==> src/rtl/pwr_reset_pkg.sv <==
// Shared types and constants for the sequenced power-up reset generator.
// Holds the sequencer state encoding and the default/limit parameter values.
package pwr_reset_pkg;

  typedef enum logic [1:0] {
    SYNC    = 2'd0,
    STRETCH = 2'd1,
    RELEASE = 2'd2,
    RUN     = 2'd3
  } seq_state_t;

  localparam int DEF_CNT_W       = 6;
  localparam int DEF_GAP_W       = 3;
  localparam int MAX_NUM_CH      = 8;
  localparam int MIN_SYNC_STAGES = 2;

  // Width of the channel index, which must also hold NUM_CH itself.
  function automatic int ch_width(input int num_ch);
    return $clog2(num_ch + 1);
  endfunction

endpackage

==> src/rtl/reset_sync.sv <==
// Async-assert / sync-deassert reset conditioner: the output drops with rst_n
// immediately and rises only after SYNC_STAGES rising edges of clk7.
module reset_sync
  import pwr_reset_pkg::*;
#(
  parameter int SYNC_STAGES = 2
) (
  input  logic clk7,
  input  logic rst_n,
  output logic rst_n_sync
);

  if (SYNC_STAGES < MIN_SYNC_STAGES) begin : g_bad_stages
    $error("reset_sync: SYNC_STAGES must be at least 2");
  end

  logic [SYNC_STAGES-1:0] sync_reg;

  always_ff @(posedge clk7 or negedge rst_n) begin
    if (!rst_n) begin
      sync_reg <= '0;
    end else begin
      sync_reg <= {sync_reg[SYNC_STAGES-2:0], 1'b1};
    end
  end

  assign rst_n_sync = sync_reg[SYNC_STAGES-1];

endmodule

==> src/rtl/pwr_reset_seq.sv <==
// Sequenced reset generator: stretches a conditioned board reset, then
// releases NUM_CH active-high resets in index order with a fixed gap.
module pwr_reset_seq
  import pwr_reset_pkg::*;
#(
  parameter int CNT_W       = DEF_CNT_W,
  parameter int NUM_CH      = 3,
  parameter int GAP_W       = DEF_GAP_W,
  parameter int SYNC_STAGES = 2
) (
  input  logic              clk7,
  input  logic              rst_n,
  input  logic              enable,
  input  logic              soft_rst_req,
  output logic [NUM_CH-1:0] rst,
  output logic              ready,
  output logic              busy
);

  localparam int              CH_W    = ch_width(NUM_CH);
  localparam logic [CH_W-1:0] FIRST_GAP_CH = CH_W'(1);
  localparam logic [CH_W-1:0] LAST_CH = CH_W'(NUM_CH - 1);

  if (NUM_CH < 1 || NUM_CH > MAX_NUM_CH) begin : g_bad_num_ch
    $error("pwr_reset_seq: NUM_CH must be in 1..8");
  end

  logic rst_n_sync;

  reset_sync #(
    .SYNC_STAGES(SYNC_STAGES)
  ) u_reset_sync (
    .clk7      (clk7),
    .rst_n     (rst_n),
    .rst_n_sync(rst_n_sync)
  );

  seq_state_t       state_reg, state_next;
  logic [CNT_W-1:0] cnt_reg,   cnt_next;
  logic [GAP_W-1:0] gap_reg,   gap_next;
  logic [CH_W-1:0]  ch_reg,    ch_next;
  logic [NUM_CH-1:0] rst_reg,  rst_next;
  logic             ready_reg, ready_next;
  logic             busy_reg,  busy_next;

  // One-hot decode of the channel currently waiting for its gap to expire.
  logic [NUM_CH-1:0] ch_sel;

  for (genvar gi = 0; gi < NUM_CH; gi++) begin : g_ch_sel
    assign ch_sel[gi] = (ch_reg == CH_W'(gi));
  end

  logic restart;
  assign restart = soft_rst_req && (state_reg != SYNC);

  always_ff @(posedge clk7 or negedge rst_n) begin
    if (!rst_n) begin
      state_reg <= SYNC;
      cnt_reg   <= '0;
      gap_reg   <= '0;
      ch_reg    <= '0;
      rst_reg   <= '1;
      ready_reg <= 1'b0;
      busy_reg  <= 1'b1;
    end else begin
      state_reg <= state_next;
      cnt_reg   <= cnt_next;
      gap_reg   <= gap_next;
      ch_reg    <= ch_next;
      rst_reg   <= rst_next;
      ready_reg <= ready_next;
      busy_reg  <= busy_next;
    end
  end

  always_comb begin
    state_next = state_reg;
    cnt_next   = cnt_reg;
    gap_next   = gap_reg;
    ch_next    = ch_reg;
    rst_next   = rst_reg;
    ready_next = ready_reg;
    busy_next  = busy_reg;

    // A soft request wins over any terminal count on the same edge.
    if (restart) begin
      state_next = STRETCH;
      cnt_next   = '0;
      gap_next   = '0;
      ch_next    = '0;
      rst_next   = '1;
      ready_next = 1'b0;
      busy_next  = 1'b1;
    end else begin
      case (state_reg)
        SYNC: begin
          if (rst_n_sync) begin
            state_next = STRETCH;
            cnt_next   = '0;
          end
        end

        STRETCH: begin
          if (enable) begin
            cnt_next = cnt_reg + 1'b1;
            if (cnt_reg == '1) begin
              rst_next[0] = 1'b0;
              gap_next    = '0;
              ch_next     = FIRST_GAP_CH;
              if (NUM_CH == 1) begin
                state_next = RUN;
                ready_next = 1'b1;
                busy_next  = 1'b0;
              end else begin
                state_next = RELEASE;
              end
            end
          end
        end

        RELEASE: begin
          if (enable) begin
            gap_next = gap_reg + 1'b1;
            if (gap_reg == '1) begin
              rst_next = rst_reg & ~ch_sel;
              ch_next  = ch_reg + 1'b1;
              if (ch_reg == LAST_CH) begin
                state_next = RUN;
                ready_next = 1'b1;
                busy_next  = 1'b0;
              end
            end
          end
        end

        RUN: begin
          rst_next   = '0;
          ready_next = 1'b1;
          busy_next  = 1'b0;
        end

        default: begin
          state_next = SYNC;
        end
      endcase
    end
  end

  assign rst   = rst_reg;
  assign ready = ready_reg;
  assign busy  = busy_reg;

endmodule

==> config.mk <==
export PLATFORM = sky130hd
export DESIGN_NAME = pwr_reset_seq
export DESIGN_NICKNAME = d
export VERILOG_FILES = /design/src/rtl/pwr_reset_pkg.sv /design/src/rtl/reset_sync.sv /design/src/rtl/pwr_reset_seq.sv
export SDC_FILE = /design/constraint.sdc
export NUM_CORES = 1
export LEC_CHECK = 0
export ABC_AREA = 1
export BUFFER_PORTS_ARGS = -buffer_cell sky130_fd_sc_hd__buf_4
export CAP_MARGIN = 0
export CORE_MARGIN = 2
export CORE_UTILIZATION = 50
export DETAILED_ROUTE_END_ITERATION = 10
export PLACE_DENSITY_LB_ADDON = 0.08
export REMOVE_ABC_BUFFERS = 1
export SLEW_MARGIN = 0
export SYNTH_ARGS = -nofsm -noshare
export SYNTH_HDL_FRONTEND = slang
export SYNTH_SLANG_ARGS = --single-unit
==> constraint.sdc <==
create_clock -name clk7 -period 1.4 [get_ports clk7]
set_input_delay 0.28 -clock clk7 [delete_from_list [all_inputs] [get_ports clk7]]
set_output_delay 0.28 -clock clk7 [all_outputs]
set_load 0.01 [all_outputs]
==> impl_results.md, run 1 <==
- Die height: 54.7 um
- Vias/cell: 5.01
- Fmax: 0.645 GHz
- Crit path max-delay family: simple AND/OR/NAND/NOR gates
- Final setup vio count: 18
- DRC viols: 0
- Initial Util: 0.524
- Max FFs per register: 6
- Initial antenna violation count: 0
- Clock power frac: 0.083
- Layout Nets: 231
- Row count: 18
- Fin. Hold Viols: 0
- Slowest-stage cell, CP: dfrtp_1
- Global-route wire length before repair: 4.77 mm
- Leak: 0.956 nW
- CP Buf/Inv Count: 3
- Via count: 1228
- Worst setup EP type: register
- Vias in the first global route: 1162
- Synth Instances: 168
- DR pass1 iterations: 4
- GRT Total Usage: 0.222
- Pre-CTS WS: -0.191 ns
- Longest Clk Path Bufs: 2
- Failing checks: negative setup slack
- GRT Residual Overflow: 0
- H-tree depth: 1
- CP max FO: 6
- Post-DP HPWL: 2.14 mm
- Final worst setup slack: -0.150 ns
- Dominant cell type by area after synthesis: dfrtp_1
- Largest cells by area after synthesis: dfrtp_1, nand2_1, ha_1
- Synth top area share: 0.311
- Final wirelength: 3.16 mm
- CP required: 1.65 ns
- Peak supply drop: 0.00149 V
- CTS tree: done
- Setup_tns: -1.77 ns
- Synth warn: 0
- # port buffers: 8
- PD cells: 2210 nW/um^2
- Clk_lat worst skew: 0.30 ns
- Unrepaired setup endpoints after global routing: true
- CTS sink cnt: 20
- Hold Slack: 0.362 ns
- Clock root buffer: clkbuf_4
- Startpoint type of the worst setup path: register
- Die Width: 54.7 um
- Sw Ratio: 0.446
- Largest net degree at the start of global routing: 21
- Seq cells post-synth: 20
- CTS Buf Count: 3
- Ant diodes: 0
- Comb power frac: 0.692
- Synth-to-Final Area Change: 44.7%
- Period utilization: 1.11
- Crit Path Category: reg -> reg
- Layout cell share with drive strength beyond 1: 0.433
- Critical Path Max Stage Delay: 0.44 ns
- Min Clock Period, post-route: 1.55 ns
- Top-Level Pins: 9
- Internal power: 2.28 mW
- Final slew viol count: 0
- Share of the yosys chip area belonging to registers: 0.393
- Clock Pin Slew Worst Setup and Hold Paths: 0.12 ns
- Reg2reg setup slack: -0.15 ns
- CORE AREA: 2450 sq um
- Hold Path Class: reg -> reg
- Wirelength per Cell: 12.9 um
- Full die area: 2990 sq um
- Worst clock skew: 0.00617 ns
- Worst EP arrival: 1.80 ns
- Post-synth cell types: 26
- GPL Wtd Cong: 0.812
- Mapped cell area: 1290 sq um
- Final antenna-violating net count: 0
- Status: finished, violations left
- NetSw: 1.84 mW
- Crit path cell chain: inv_2 -> ha_4 -> buf_6 -> nor2_2 -> nand2_2 -> nand2_2 -> nor2_4 -> nand2_1 -> nand2_1 -> inv_1 -> nor2_1
- Avg Cell Area, Syn: 7.66 sq um
- Initial DRC Count: 18
- Flop pwr share: 0.225
- Max capacitance violation total: 0
==> per-layer routing <==
| layer | track usage | share of wire | routed length [um] |
|---|---|---|---|
| met4 | 0.0875 | 0.0098 | 31 |
| met5 | 0 | 0 | 0 |
| met2 | 0.375 | 0.50 | 1590 |
| met1 | 0.285 | 0.46 | 1440 |
| met3 | 0.0273 | 0.029 | 93 |
==> power groups by stage <==
stage / Clock (mW) / Sequential (mW) / Combinational, mW
2_1_floorplan: 0 / 0.949 / 1.20
3_3_place_gp: 0 / 0.903 / 2.03
3_5_place_dp: 0 / 0.915 / 2.10
4_1_cts: 0.351 / 0.904 / 2.33
5_1_grt: 0.376 / 0.943 / 3.12
6_report: 0.340 / 0.928 / 2.85
==> cell usage in the layout, fill, tap and decap left out, drive strengths merged, types with 3 or more instances in the layout <==
cell	n
ha	11
dfrtp	16
a21oi	3
buf	44
nand3	14
clkbuf	4
inv	21
nor2	19
nand2	60
dfstp	4
o21ai	7
nand4	4
==> Yosys cell counts <==
cell / number
a21oi_1: 3
a31oi_1: 1
buf_2: 1
buf_6: 1
conb_1: 1
dfrtp_1: 16
dfstp_2: 4
ha_1: 11
inv_1: 18
inv_2: 2
inv_4: 1
nand2_1: 52
nand2_2: 6
nand2_4: 2
nand3_1: 11
nand3_2: 3
nand3b_1: 2
nand4_1: 4
nor2_1: 17
nor2_2: 1
nor2_4: 1
o211ai_1: 1
o21ai_0: 6
o21ai_1: 1
o21bai_1: 1
xor2_1: 1
==> final timing paths <==
check	start	end	cells past startpoint
worst max-delay path	state_reg[0]	cnt_reg[5]	11
worst min-delay path	u_reset_sync.sync_reg[0]	u_reset_sync.sync_reg[1]	0
worst max register to register	state_reg[0]	cnt_reg[5]	11
worst min register to register	u_reset_sync.sync_reg[0]	u_reset_sync.sync_reg[1]	0
max in group asynchronous	rst_n	busy	2
min in group asynchronous	rst_n	state_reg[0]	2
==> cell type report <==
cell class / count / area (sq um)
clock buffers: 4 / 36.3
fillers: 152 / 593
inverters: 21 / 86.3
multi-input cells: 125 / 845
flip-flops and latches: 20 / 505
well taps: 30 / 37.5
repair buffers: 45 / 352
==> stage by stage <==
stage / instance area [sq um] / total power, mW / utilization / cells
global route: 1860 / 4.44 / 0.758 / 245
CTS: 1680 / 3.59 / 0.686 / 240
floorplan: 1270 / 2.15 / - / 166
finish: 1860 / 4.12 / 0.758 / 245
global placement: 1560 / 2.93 / 0.634 / 229
detailed placement: 1560 / 3.01 / 0.634 / 229
==> logic make-up after synthesis <==
kind of cell / share of synthesized area
AO/OA/AOI/OAI: 0.0554
other: 0.00292
XOR/XNOR: 0.00681
adder cells (fa/ha/maj): 0.107
buffers and inverters: 0.0759
AND/OR/NAND/NOR: 0.359
flip-flops: 0.393
==> repair_timing <==
action | 4_1_cts | 5_1_grt
gates resized for setup | 11 | 35
gates cloned | 0 | 0
buffers inserted | 6 | 5
endpoints found under the setup margin | 18 | 18
pin swaps | 4 | 16
hold buffers | 1 | 0
hold endpoints to repair | 16 | 0
No activity file was read; power rests on OpenSTA's default activity.
==> inputs of run 2 (changes only) <==
Settings changed: ABC_AREA 1 to unset, CELL_PAD_IN_SITES_DETAIL_PLACEMENT set to 1, CELL_PAD_IN_SITES_GLOBAL_PLACEMENT set to 2, CORE_UTILIZATION 50 to 33.
==> impl_results.md, run 2 <==
- Main synth FF type: dfrtp_1
- Vias in the first global route: 1063 (-8.5%)
- Seq cells post-synth: 20 (unchanged)
- Leak: 0.861 nW (-9.9%)
- Dominant cell type by area after synthesis: dfrtp_1
- Max capacitance violation total: 0 (unchanged)
- Comb power frac: 0.645 (-0.047)
- Worst clock skew: 0.00850 ns (+0.00234 ns)
- DR pass1 iterations: 4 (unchanged)
- Final slew viol count: 0 (unchanged)
- Placement Cell Area: 1460 sq um (-6.0%)
- Clock Pin Slew Worst Setup and Hold Paths: 0.12 ns (about the same)
- Sw Ratio: 0.377 (-0.0695)
- Internal power: 2.17 mW (-5.0%)
- Pre-CTS WS: -0.507 ns (-0.316 ns)
- Max FFs per register: 6 (unchanged)
- PD cells: 1940 nW/um^2 (-12%)
- CP endpoint: state_reg[0]
- Avg Cell Area, Syn: 9.53 sq um (+24%)
- Unrepaired setup endpoints after global routing: true
- GRT Total Usage: 0.163 (-0.0590)
- Startpoint type of the worst setup path: register
- CTS Buf Count: 3 (unchanged)
- Initial Util: 0.339 (-0.185)
- Full die area: 3860 sq um (+29%)
- Flop pwr share: 0.252 (+0.027)
- Failing checks: negative setup slack
- CTS tree: done
- Via count: 1007 (-18%)
- Most common cell in the netlist: nand2_1
- Fmax: 0.524 GHz (-19%)
- Post-synth cell types: 33 (+27%)
- Wirelength per Cell: 14.6 um (+13%)
- Crit Path Category: reg -> reg
- Reg2reg end: state_reg[0]
- GRT Residual Overflow: 0 (unchanged)
- Ant diodes: 0 (unchanged)
- DRC viols: 0 (unchanged)
- Largest cells by area after synthesis: dfrtp_1, ha_1, dfstp_2
- Largest net degree at the start of global routing: 21 (unchanged)
- Final setup vio count: 18 (unchanged)
- NetSw: 1.31 mW (-29%)
- Hold Slack: 0.364 ns (+0.00183 ns)
- Share of the yosys chip area belonging to registers: 0.453 (+0.0604)
- Clk_lat worst skew: 0.32 ns (+0.02 ns)
- Vias/cell: 4.66 (-7.0%)
- Final wirelength: 3.15 mm (-0.44%)
- Commonest non-fill, non-tap cell in the layout: buf_4
- Status: finished, violations left
- Synth top area share: 0.359 (+0.0479)
- Mapped cell area: 1110 sq um (-13%)
- Fin area: 1790 sq um (-3.9%)
- Period utilization: 1.36 (+0.255)
- Number of flops mapped to enable cells by yosys: 0 (unchanged)
- H-tree depth: 1 (unchanged)
- Reg2reg path depth: 7 (-4)
- GPL Wtd Cong: 0.706 (-13%)
- Layout cell share with drive strength beyond 1: 0.512 (+0.0792)
- Crit path from: state_reg[0]
- Fin. Hold Viols: 0 (unchanged)
- Post-DP HPWL: 2.05 mm (-4.5%)
- Total chip power: 3.47 mW (-16%)
- Die Width: 62.1 um (+14%)
- Finished Core Util: 0.545 (-0.214)
- Critical Path Max Stage Delay: 0.42 ns (-0.02 ns)
- Synth-to-Final Area Change: 60.5%
- CTS sink cnt: 20 (unchanged)
- Reg2reg setup slack: -0.51 ns (-0.36 ns)
- Clock root buffer: clkbuf_4
- CORE AREA: 3280 sq um (+34%)
- Worst setup EP type: register
- Row count: 21 (+3)
- Top cells by count, synth: nand2_1, dfrtp_1, ha_1
- Peak supply drop: 0.000876 V (-41%)
- Crit path cell chain: inv_2 -> ha_4 -> nand2b_4 -> a31oi_4 -> o21ai_2 -> or3_4 -> mux2_4
- Commonest cells after routing, fill and taps aside: buf_4, nand2_1, dfrtp_1, nor2_1, buf_6
- Worst reg2reg startpoint: state_reg[0]
- # fillers: 371 (+140%)
- Layout Nets: 186 (-19%)
- Initial DRC Count: 21 (+3)
- Hold Path Class: reg -> reg
- Slowest-stage cell, CP: dfrtp_1
- Initial antenna violation count: 0 (unchanged)
- Worst EP arrival: 2.13 ns (+0.33 ns)
- Final worst setup slack: -0.508 ns (-0.357 ns)
- Top-Level Pins: 9 (unchanged)
- Die height: 62.1 um (+14%)
- # port buffers: 8 (unchanged)
- Longest Clk Path Bufs: 2 (unchanged)
- Final antenna-violating net count: 0 (unchanged)
- Global-route wire length before repair: 5.00 mm (+4.8%)
- Clock power frac: 0.102 (+0.019)
- CP max FO: 5 (-1)
- Min Clock Period, post-route: 1.91 ns (+0.357 ns)
- Synth warn: 0 (unchanged)
- Post-synth ARST share: 1.00 (unchanged)
- Synth Instances: 117 (-30%)
- CP required: 1.62 ns (-0.03 ns)
[run 2: cell types whose count changed after synthesis, moves of 3 or more]
cell,change
xor2_1,+3
nand3_1,-6
nand2_2,-6
nand2_1,-34
inv_1,-9
nor2_1,-7
nand2b_1,+3
nand3_2,-3
[run 2: area by class of cell]
cell class	instances	area, sq um	share of cell area
Multi-Input combinational cell	84	718	0.401
Sequential cell	20	505	0.283
Timing Repair Buffer	53	438	0.245
Tap cell	46	57.6	0.0322
Clock buffer	4	36.3	0.0203
Inverter	9	33.8	0.0189
[run 2: logic make-up after synthesis]
| group | Yosys count | share of synthesized area |
|---|---|---|
| XOR/XNOR | 4 | 0.0314 |
| flip-flops | 20 | 0.453 |
| buffers and inverters | 13 | 0.0527 |
| other | 1 | 0.00336 |
| AND/OR/NAND/NOR | 45 | 0.187 |
| AO/OA/AOI/OAI | 20 | 0.116 |
| multiplexers | 3 | 0.0325 |
| adder cells (fa/ha/maj) | 11 | 0.123 |
[run 2: worst max-delay path: cells and delay by family (launching register included)]
kind | cells | cell delay, ns
flops | 1 | 0.42
compound gates | 2 | 0.23
fa+ha+maj | 1 | 0.18
simple gates | 2 | 0.57
buf+inv | 1 | 0.10
mux | 1 | 0.30
[run 2: worst min-delay path by stage]
stage                                   from                  endpoint  slack, ns  depth (start not counted)
floorplan                              rst_n                 ch_reg[0]      -0.02                          0
global placement                       rst_n                     ready       0.17                          1
detailed placement                     rst_n                     ready       0.18                          1
CTS                 u_reset_sync.sync_reg[0]  u_reset_sync.sync_reg[1]       0.36                          0
global route                           rst_n                cnt_reg[3]       0.39                          2
finish              u_reset_sync.sync_reg[0]  u_reset_sync.sync_reg[1]       0.36                          0
[run 2: timing repair]
item,in CTS,in global routing
endpoints found under the hold margin,16,0
gates resized for setup,25,25
setup endpoints to repair,18,18
pin swaps,9,23
hold buffers,1,0
setup buffers,4,7
[run 2: power by group through the flow]
stage	logic, mW	registers, mW	clock network [mW]
final	2.24	0.876	0.356
after global routing	2.45	0.909	0.394
after CTS	1.82	0.871	0.362
after detailed placement	1.57	0.873	0
after global placement	1.53	0.863	0
after floorplan	0.708	0.921	0
[run 2: per-layer routing]
metal  GRT usage  part of all wire  vias up
li1            -                 -      495
met1       0.203              0.46      499
met2       0.289              0.51        9
met3      0.0272             0.021        4
met4      0.0500             0.013        0
met5           0                 0        -
[run 2: per-stage QoR]
stage          cells  setup TNS, ns
6_report         216          -5.25
5_1_grt          216          -6.95
4_1_cts          210          -3.94
3_5_place_dp     201          -5.54
3_3_place_gp     201          -4.32
2_1_floorplan    113          -8.56
